--- config.mk ---
export PLATFORM = sky130hd
export DESIGN_NAME = player_action_fsm
export DESIGN_NICKNAME = d
export VERILOG_FILES = /design/src/rtl/player_action_fsm.sv
export SDC_FILE = /design/constraint.sdc
export NUM_CORES = 1
export LEC_CHECK = 0
export CAP_MARGIN = 30
export CORE_UTILIZATION = 50
export DETAILED_ROUTE_END_ITERATION = 6
export PLACE_DENSITY = 0.75
export RECOVER_POWER = 25
export SLEW_MARGIN = 20
export SYNTH_ARGS = -nofsm -noshare
export SYNTH_HDL_FRONTEND = slang
export SYNTH_SLANG_ARGS = --single-unit
--- constraint.sdc ---
create_clock -name clk -period 2.9 [get_ports clk]
set_clock_uncertainty 0.05 [all_clocks]
set_input_delay 0.58 -clock clk [delete_from_list [all_inputs] [get_ports clk]]
set_output_delay 0.58 -clock clk [all_outputs]
set_load 0.05 [all_outputs]
--- src/rtl/player_action_fsm.sv ---
// Per-player movement/action sequencer: walk, jump physics, crouch,
// shield and a three-phase attack, all paced by the tick enable.
// Optional: define AIR_CONTROL_EN to allow left/right steering mid-jump.
module player_action_fsm #(
  parameter int X_INIT      = 300,
  parameter int Y_GROUND    = 300,
  parameter int X_MIN       = 0,
  parameter int X_MAX       = 600,
  parameter int WALK_STEP   = 1,
  parameter int JUMP_VEL    = 12,
  parameter int GRAVITY     = 1,
  parameter int ATK_WINDUP  = 4,
  parameter int ATK_ACTIVE  = 3,
  parameter int ATK_RECOVER = 6
) (
  input  logic       clk,
  input  logic       rst,
  input  logic       tick,
  input  logic [6:0] controller_inputs,
  output logic [9:0] player_x,
  output logic [9:0] player_y,
  output logic [2:0] action_state,
  output logic       attack_active,
  output logic       shield_active,
  output logic       facing_right
);

  typedef enum logic [2:0] {
    IDLE     = 3'd0,
    WALK     = 3'd1,
    JUMP     = 3'd2,
    ATK_WIND = 3'd3,
    ATK_ACT  = 3'd4,
    ATK_REC  = 3'd5,
    SHIELD   = 3'd6,
    CROUCH   = 3'd7
  } state_e;

  localparam logic signed [10:0] XMIN_S = 11'(X_MIN);
  localparam logic signed [10:0] XMAX_S = 11'(X_MAX);
  localparam logic signed [10:0] STEP_S = 11'(WALK_STEP);
  localparam logic signed [10:0] YGND_S = 11'(Y_GROUND);

  state_e            state_q, state_d;
  logic [9:0]        x_q, x_d;
  logic [9:0]        y_q, y_d;
  logic signed [6:0] vel_q, vel_d;
  logic [7:0]        cnt_q, cnt_d;
  logic              atk_prev_q, atk_prev_d;
  logic              facing_q, facing_d;
  logic              atk_act_q, atk_act_d;
  logic              shd_act_q, shd_act_d;

  logic btn_l, btn_r, btn_u, btn_d, btn_a, btn_s;
  logic atk_edge, step_l, step_r;
  logic signed [10:0] xs, xl, xr, ys, vs, yn;
  logic [9:0] x_left, x_right, x_walk;
  logic unused_in0;

  assign unused_in0 = controller_inputs[0];
  assign btn_l = controller_inputs[1];
  assign btn_r = controller_inputs[2];
  assign btn_u = controller_inputs[3];
  assign btn_d = controller_inputs[4];
  assign btn_a = controller_inputs[5];
  assign btn_s = controller_inputs[6];

  // Candidate positions: saturating horizontal steps and the next jump height.
  always_comb begin
    atk_edge = btn_a & ~atk_prev_q;
    step_l   = btn_l & ~btn_r;
    step_r   = btn_r & ~btn_l;
    xs       = $signed({1'b0, x_q});
    xl       = xs - STEP_S;
    xr       = xs + STEP_S;
    x_left   = (xl < XMIN_S) ? 10'(XMIN_S) : 10'(xl);
    x_right  = (xr > XMAX_S) ? 10'(XMAX_S) : 10'(xr);
    x_walk   = step_l ? x_left : (step_r ? x_right : x_q);
    ys       = $signed({1'b0, y_q});
    vs       = 11'(vel_q);
    yn       = ys - vs;
  end

  // Next-state and next-output logic; nothing moves without a tick.
  always_comb begin
    state_d    = state_q;
    x_d        = x_q;
    y_d        = y_q;
    vel_d      = vel_q;
    cnt_d      = cnt_q;
    atk_prev_d = atk_prev_q;
    facing_d   = facing_q;
    if (tick) begin
      atk_prev_d = btn_a;
      unique case (state_q)
        IDLE, WALK, CROUCH, SHIELD: begin
          if (btn_s) begin
            state_d = SHIELD;
          end else if (atk_edge) begin
            state_d = ATK_WIND;
            cnt_d   = 8'(ATK_WINDUP - 1);
          end else if (btn_u) begin
            state_d = JUMP;
            vel_d   = 7'(JUMP_VEL);
`ifdef AIR_CONTROL_EN
            x_d = x_walk;
            if (step_l | step_r) facing_d = step_r;
`endif
          end else if (btn_d) begin
            state_d = CROUCH;
          end else if (step_l | step_r) begin
            state_d  = WALK;
            x_d      = x_walk;
            facing_d = step_r;
          end else begin
            state_d = IDLE;
          end
        end
        JUMP: begin
          if (yn >= YGND_S) begin
            state_d = IDLE;
            y_d     = 10'(YGND_S);
            vel_d   = '0;
          end else begin
            y_d   = (yn < 0) ? '0 : 10'(yn);
            vel_d = vel_q - 7'(GRAVITY);
          end
`ifdef AIR_CONTROL_EN
          x_d = x_walk;
          if (step_l | step_r) facing_d = step_r;
`endif
        end
        ATK_WIND: begin
          if (cnt_q == '0) begin
            state_d = ATK_ACT;
            cnt_d   = 8'(ATK_ACTIVE - 1);
          end else begin
            cnt_d = cnt_q - 8'd1;
          end
        end
        ATK_ACT: begin
          if (cnt_q == '0) begin
            state_d = ATK_REC;
            cnt_d   = 8'(ATK_RECOVER - 1);
          end else begin
            cnt_d = cnt_q - 8'd1;
          end
        end
        ATK_REC: begin
          if (cnt_q == '0) begin
            state_d = IDLE;
          end else begin
            cnt_d = cnt_q - 8'd1;
          end
        end
        default: state_d = IDLE;
      endcase
    end
    atk_act_d = (state_d == ATK_ACT);
    shd_act_d = (state_d == SHIELD);
  end

  // State and output registers with immediate asynchronous reset.
  always_ff @(posedge clk or posedge rst) begin
    if (rst) begin
      state_q    <= IDLE;
      x_q        <= 10'(X_INIT);
      y_q        <= 10'(Y_GROUND);
      vel_q      <= '0;
      cnt_q      <= '0;
      atk_prev_q <= 1'b0;
      facing_q   <= 1'b1;
      atk_act_q  <= 1'b0;
      shd_act_q  <= 1'b0;
    end else begin
      state_q    <= state_d;
      x_q        <= x_d;
      y_q        <= y_d;
      vel_q      <= vel_d;
      cnt_q      <= cnt_d;
      atk_prev_q <= atk_prev_d;
      facing_q   <= facing_d;
      atk_act_q  <= atk_act_d;
      shd_act_q  <= shd_act_d;
    end
  end

  assign player_x      = x_q;
  assign player_y      = y_q;
  assign action_state  = state_q;
  assign attack_active = atk_act_q;
  assign shield_active = shd_act_q;
  assign facing_right  = facing_q;

endmodule

==> flow_metrics.tcl <==
set metrics [dict create \
    final_common_cell "nor2_1" \
    worst_ir_drop_vdd_mv 1.07 \
    via_count 3086 \
    drive_gt1_share_pct 13.5 \
    overflow 0 \
    cp.required_ps 3040 \
    grt_use_met3_pct 4.25 \
    synth_cell_type_count 76 \
    busiest_layer "met2" \
    cp.arrival_ps 2900 \
    synth.largest_area_cell "dfrtp_1" \
    synth_top_family_by_area "compound AO/OA/AOI/OAI gates" \
    syn-cell-area_um2 3330 \
    ys_seq_area_share_pct 31.9 \
    first_global_vias 2802 \
    period_needed_ps 2760 \
    synth_top_flop_cell "dfrtp_1" \
    status "complete, no violations" \
    setup-violations-final 0 \
    syn2layout_area_growth_pct 18.4 \
    worstSkewPairLatency_ps 300 \
    dr.first_iter.drc_count 240 \
    grt_max_degree 21 \
    min_path_type "reg -> reg" \
    wl_mm 7.93 \
    maxCapViolCount 0 \
    grt.total_usage_pct 23.2 \
    synth_compound_area_share_pct 27.1 \
    clkSinkCount 42 \
    worstMarginPinSlew_ps 752 \
    power.leakage_uw 0.00162 \
    synth-simple-area-share_pct 22.6 \
    hold_violations 0 \
    n_antenna_cell 0 \
    rows 29 \
    place_congestion 0.943 \
    met1_usage_pct 33.2 \
    clkTransAtPathRegs_ps 80 \
    synthMuxAreaShare_pct 0.339 \
    fp.dieArea_um2 6980 \
    synth-xor-area-share_pct 4.97 \
    grt_pass1_wl_mm 13.3 \
    cts_inserted_buffers 5 \
    finalHoldWorstSlack_ps 415 \
    cts-root-buf "clkbuf_8" \
    dp_hpwl_mm 5.86 \
    cp-start-kind "flip-flop" \
    end_kind "flip-flop" \
    ant_nets 0 \
    worst-setup-path-type "reg -> reg" \
    timing.final.crit_share_pct 95.1 \
    grt_use_met2_pct 35.6 \
    cts_tree "yes" \
    vias_per_cell 6.10 \
    finalMaxSlewViolations 0 \
    max_clock_freq_mhz 363 \
    synthCells 386 \
    firstDrtPassIters 5 \
    synth_edf_count 0 \
    dieWidth_um 83.6 \
    io_pins 36 \
    drcViolationCount 0 \
    synth.net_count 414 \
    dieHeight_um 83.6 \
    powerDensity_nw_per_um2 1280 \
    initial_core_util_pct 52.1 \
    mostFrequentLayoutCells "nor2_1, nand2_1, clkdlybuf4s50_1" \
    synth_top_area_share_pct 24.8 \
    max_slew_margin_pct 49.9 \
    hold_buffers 0 \
    synthArstFlopShare_pct 100 \
    syn_avg_cell_area_um2 8.62 \
    synth_area_leaders "dfrtp_1, dfstp_2, ha_1, nor2_1, nand2_1" \
    wl_per_cell_um 15.7 \
    clockBufferDepth 2 \
    io_buffer_count 34 \
    htree_num_levels 2 \
    core_area_um2 6390 \
    setup-tns-final_ps 0 \
    path_max_fanout 8 \
    fin_nets 456 \
    synthAdderAreaFrac_pct 7.00 \
    ys_warn_count 0 \
    antenna_found_initial 0 \
    ys_ff_latch 42 \
]
## routing by layer
layer	up-vias	share of wire [%]	wire, um
met1	1437	46	3660
met5	-	0	0
met2	120	45	3570
met3	12	7.2	569
li1	1517	-	-
met4	0	1.6	125
## synth_stat cells (3+ instances only)
master and count:
a221oi_1 3, o31ai_1 7, nor2_1 37, nor3_1 17, nand4_1 7, nand3_1 8
a21o_1 3, clkbuf_1 9, inv_1 29, o31a_1 5, a31oi_1 13, ha_1 17
buf_2 3, dfrtp_1 33, and2_1 5, dfstp_2 9, nor3b_1 3, or3_1 5
nand2b_1 5, nand2_1 33, a32oi_1 4, o41ai_1 4, nor2b_1 5, o21ai_0 23
xnor2_1 14, xor2_1 3, a211oi_1 3, a21oi_1 11
## cells by family (layout without fill, tap and decap cells)
family | after synthesis | count (layout)
fa+ha+maj | 18 | 18
xor+xnor | 18 | 18
compound gates | 115 | 115
simple gates | 146 | 146
mux | 1 | 1
flops | 42 | 42
buf+inv | 46 | 89
## power by group
group	internal, uW	total [uW]	switching (uW)
Combinational	1380	3540	2170
Sequential	806	1030	220
Clock	258	454	197
## flip-flops by register name, summed over array words and instances, names as in the netlist
signal and count:
player_y 10, player_x 10, cnt_q 8, vel_q 7
facing_right 1, shield_active 1, attack_active 1, atk_prev_q 1
action_state 3
## per-stage QoR
stage	power [uW]	instance area (um2)	std cells	setup slack [ps]	util, %
floorplan	3570	3330	386	21.4	-
global placement	4340	3810	497	103	59.6
detailed placement	4440	3810	497	-13.5	59.6
CTS	4910	3910	505	10.7	61.3
global route	5380	3940	506	-15.0	61.7
finish	5020	3940	506	142	61.7
## final cells by class
type                       count  area (um2)
clock inverter                 1        30.0
multi-input combinational    298        2100
timing repair buffer          52         468
inverter                      29         109
clock buffer                   7        76.3
fill                         571        2450
sequential                    42        1060
tap                           77        96.3
## critical path, cell delays in order, from the launching register on
cell	delay, ps
dfrtp_1	440
ha_1	210
inv_1	60
fa_2	380
a21oi_2	190
o21bai_1	90
xnor2_1	250
a211oi_2	150
o31ai_4	380
nand2_4	150
o41ai_2	310
## repair_timing
item	4_1_cts	5_1_grt
resized for setup	0	5
buffers inserted	0	1
hold endpoints to repair	0	0
setup endpoints to repair	2	13
pin swaps	1	2
## worst paths after layout
check	from	slack (ps)	endpoint	cells past startpoint
hold / removal	facing_right$_DFFE_PP1P_	410	facing_right$_DFFE_PP1P_	2
setup / recovery	vel_q[0]$_DFFE_PP0P_	140	player_y[0]$_DFFE_PP0P_	10
setup reg to reg	vel_q[0]$_DFFE_PP0P_	140	player_y[0]$_DFFE_PP0P_	10
min in group asynchronous	rst	670	player_y[6]$_DFFE_PP0P_	2
max in group asynchronous	rst	1110	cnt_q[1]$_DFFE_PP0P_	3
hold reg to reg	facing_right$_DFFE_PP1P_	410	facing_right$_DFFE_PP1P_	2
No activity file was read; power rests on OpenSTA's default activity.
==> patch (config.mk and constraints unchanged) <==
Reset style: synchronous (`rst`), changed in one clocked block. Comments in the files are not updated.
--- a/src/rtl/player_action_fsm.sv
+++ b/src/rtl/player_action_fsm.sv
@@ -161,7 +161,7 @@
   end
 
   // State and output registers with immediate asynchronous reset.
-  always_ff @(posedge clk or posedge rst) begin
+  always_ff @(posedge clk) begin
     if (rst) begin
       state_q    <= IDLE;
       x_q        <= 10'(X_INIT);
Formal check against the unedited RTL: differs if rst is asserted again (counterexample within 4 cycles, from zero or initial values and one cycle with rst high); with rst held inactive, the same outputs for 4 cycles.
==> patch against the original RTL <==
Wire length is 3.6% lower; setup slack worse by 0.039 ns; sequential cell count stayed put; non-clock buffer count is 4 lower; count of clock-buffer cells in the layout is 1 lower; area after synthesis is 6.8% lower; utilization is 0.46 points lower; design area is 7.4% lower; largest cell class unchanged.
Power is not compared: it rests on default switching activity, and its combinational part moved more than twofold at a synthesized area within 25%.
==> patch: results (changes against the original RTL) <==
Clock network
  – Setup Fix Bufs, Post-CTS: 0 (unchanged)
  – Post-CTS sizing: 0 (unchanged)
  – Clk Latency, worst-skew pair: 0.30 ns (about the same)
  – CTS buffer count: 5 (unchanged)
  – CTS Buffer Depth: 2 (unchanged)
  – H-tree levels: 2 (unchanged)
  – Clock Tree Root: clkbuf_8
  – Reg clk slew, reported paths: 0.08 ns (about the same)

Global route
  – First-pass GRT wire length: 12330 microns (-7.2%)
  – Met2 Use GR: 41.10% (+5.5 points)
  – Met3 Use GR: 3.933% (-0.32 points)
  – Initial antenna violation count: 0 (unchanged)
  – Gr usage total: 24.08% (+0.93 points)
  – Largest net degree at the start of global routing: 15 (-29%)
  – GR Layer Usage met1: 31.46% (-1.8 points)
  – Number of global-route vias before repair: 2660 (-5.1%)

Drt
  – First-pass DRT Iterations: 4 (-1)
  – Per-cell routed wire length: 14.64 microns (-6.6%)
  – DRT iter0 DRCs: 151 (-37%)
  – Vias per cell: 5.939 (-2.6%)
  – Via count: 3100 (+0.45%)

Synthesis
  – Dominant register cell in the synthesized netlist: dfxtp_1
  – Avg Cell Area, Syn: 7.559 sq um (-12%)
  – Top cells by count, synth: nor2_1 (45), dfxtp_1 (42), nand2_1 (33)
  – Part of the Yosys area used for sequential elements: 27.13% (-4.8 points)
  – Synth area leaders: dfxtp_1 (27%), ha_1 (6.9%), nor2_1 (5.5%)
  – Yosys cell types: 65 (-14%)
  – Async SR Flop Fraction: 0% (-100 points)
  – Syn_nets: 438 (+5.8%)
  – Warning count from the yosys run: 0 (unchanged)

Place
  – Hpwl dp: 5616 microns (-4.1%)
  – Setup slack at placement: 0.1509 ns (+0.1644 ns)
  – Inst Count DP: 513 (+3.2%)
  – Routability cong.: 0.8340 (-12%)
  – PortBufs: 34 (unchanged)

Final layout
  – N_diodes: 0 (unchanged)
  – Share of cells above drive strength 1: 8.949% (-4.6 points)
  – Layout net count: 474 (+3.9%)

Pwr
  – Pint: around 1.1 mW
  – Clk pwr share: 21.4%
  – Peak VDD IR: between 0.3 and 0.4 mV
  – Combinational fraction of design power: between 40% and 50%
  – Lkg Pwr: between 1 and 1.5 nW

Critical path
  – CP arrival: 2.94 ns (+0.04 ns)
  – Critical Path Max Stage Delay: 0.41 ns (-0.03 ns)
  – Critical Path Fanout Max: 5 (-3)
  – Slowest-stage cell, CP: fa_1

Run status
  – Status: complete, no violations

Timing
  – Final Hold Violating Endpoints: 0 (unchanged)
  – Worst-Margin Slew: 0.6264 ns (-0.1254 ns)

Worst hold path
  – Worst min-delay path category: flip-flop to flip-flop
-- patch: cell types whose count changed after synthesis, moves of 9 or more --
cell,delta
nand3_1,+11
a21oi_1,+17
o21ai_0,+9
dfstp_2,-9
dfxtp_1,+42
dfrtp_1,-33
-- patch: area by class of cell --
type,instances,area [sq um]
multi-input combinational,321,2072
tap,75,93.84
inverter,28,105.1
fill,553,2310
sequential,42,842.1
clock inverter,2,12.51
timing repair buffer,48,437.9
clock buffer,6,82.58
-- patch: kinds of logic after synthesis --
group	after synthesis	synth area share (%)
adders and majority gates	18	7.509
AOI/OAI and AO/OA	132	28.99
muxes	1	0.3230
buffers and inverters	48	6.338
and+or+nand+nor	154	25.47
xor gates and xnor gates	15	4.239
DFF	42	27.13
-- patch: path summary, 6_finish.rpt --
check	start	slack, ns	cells past startpoint	end
max	player_y[0]	0.10	12	vel_q[5]
min	facing_right	0.42	2	facing_right
max reg2reg	player_y[0]	0.10	12	vel_q[5]
min reg2reg	facing_right	0.42	2	facing_right
-- patch: routing by layer --
metal,vias up,share of wire (%)
met1,1439,45
met2,88,49
li1,1562,-
met3,11,4.6
met5,-,0
met4,0,1.4
-- patch: worst reg2reg max path, delay by kind of cell (launching register included) --
kind,cells,cell delay [ns]
AND/OR/NAND/NOR,1,0.07
AO/OA/AOI/OAI,6,1.34
XOR/XNOR,1,0.17
flip-flops,1,0.33
adder cells (fa/ha/maj),2,0.60
buffers and inverters,2,0.11
-- patch: through the flow --
step,power (mW),area [sq um],util (%),hold WS (ns)
CTS,1.890,3642,61.16,0.4384
global placement,1.466,3547,59.56,0.3977
finish,1.929,3646,61.22,0.4234
global route,2.046,3646,61.22,0.4710
floorplan,1.297,3099,-,0.3993
detailed placement,1.483,3547,59.56,0.4197
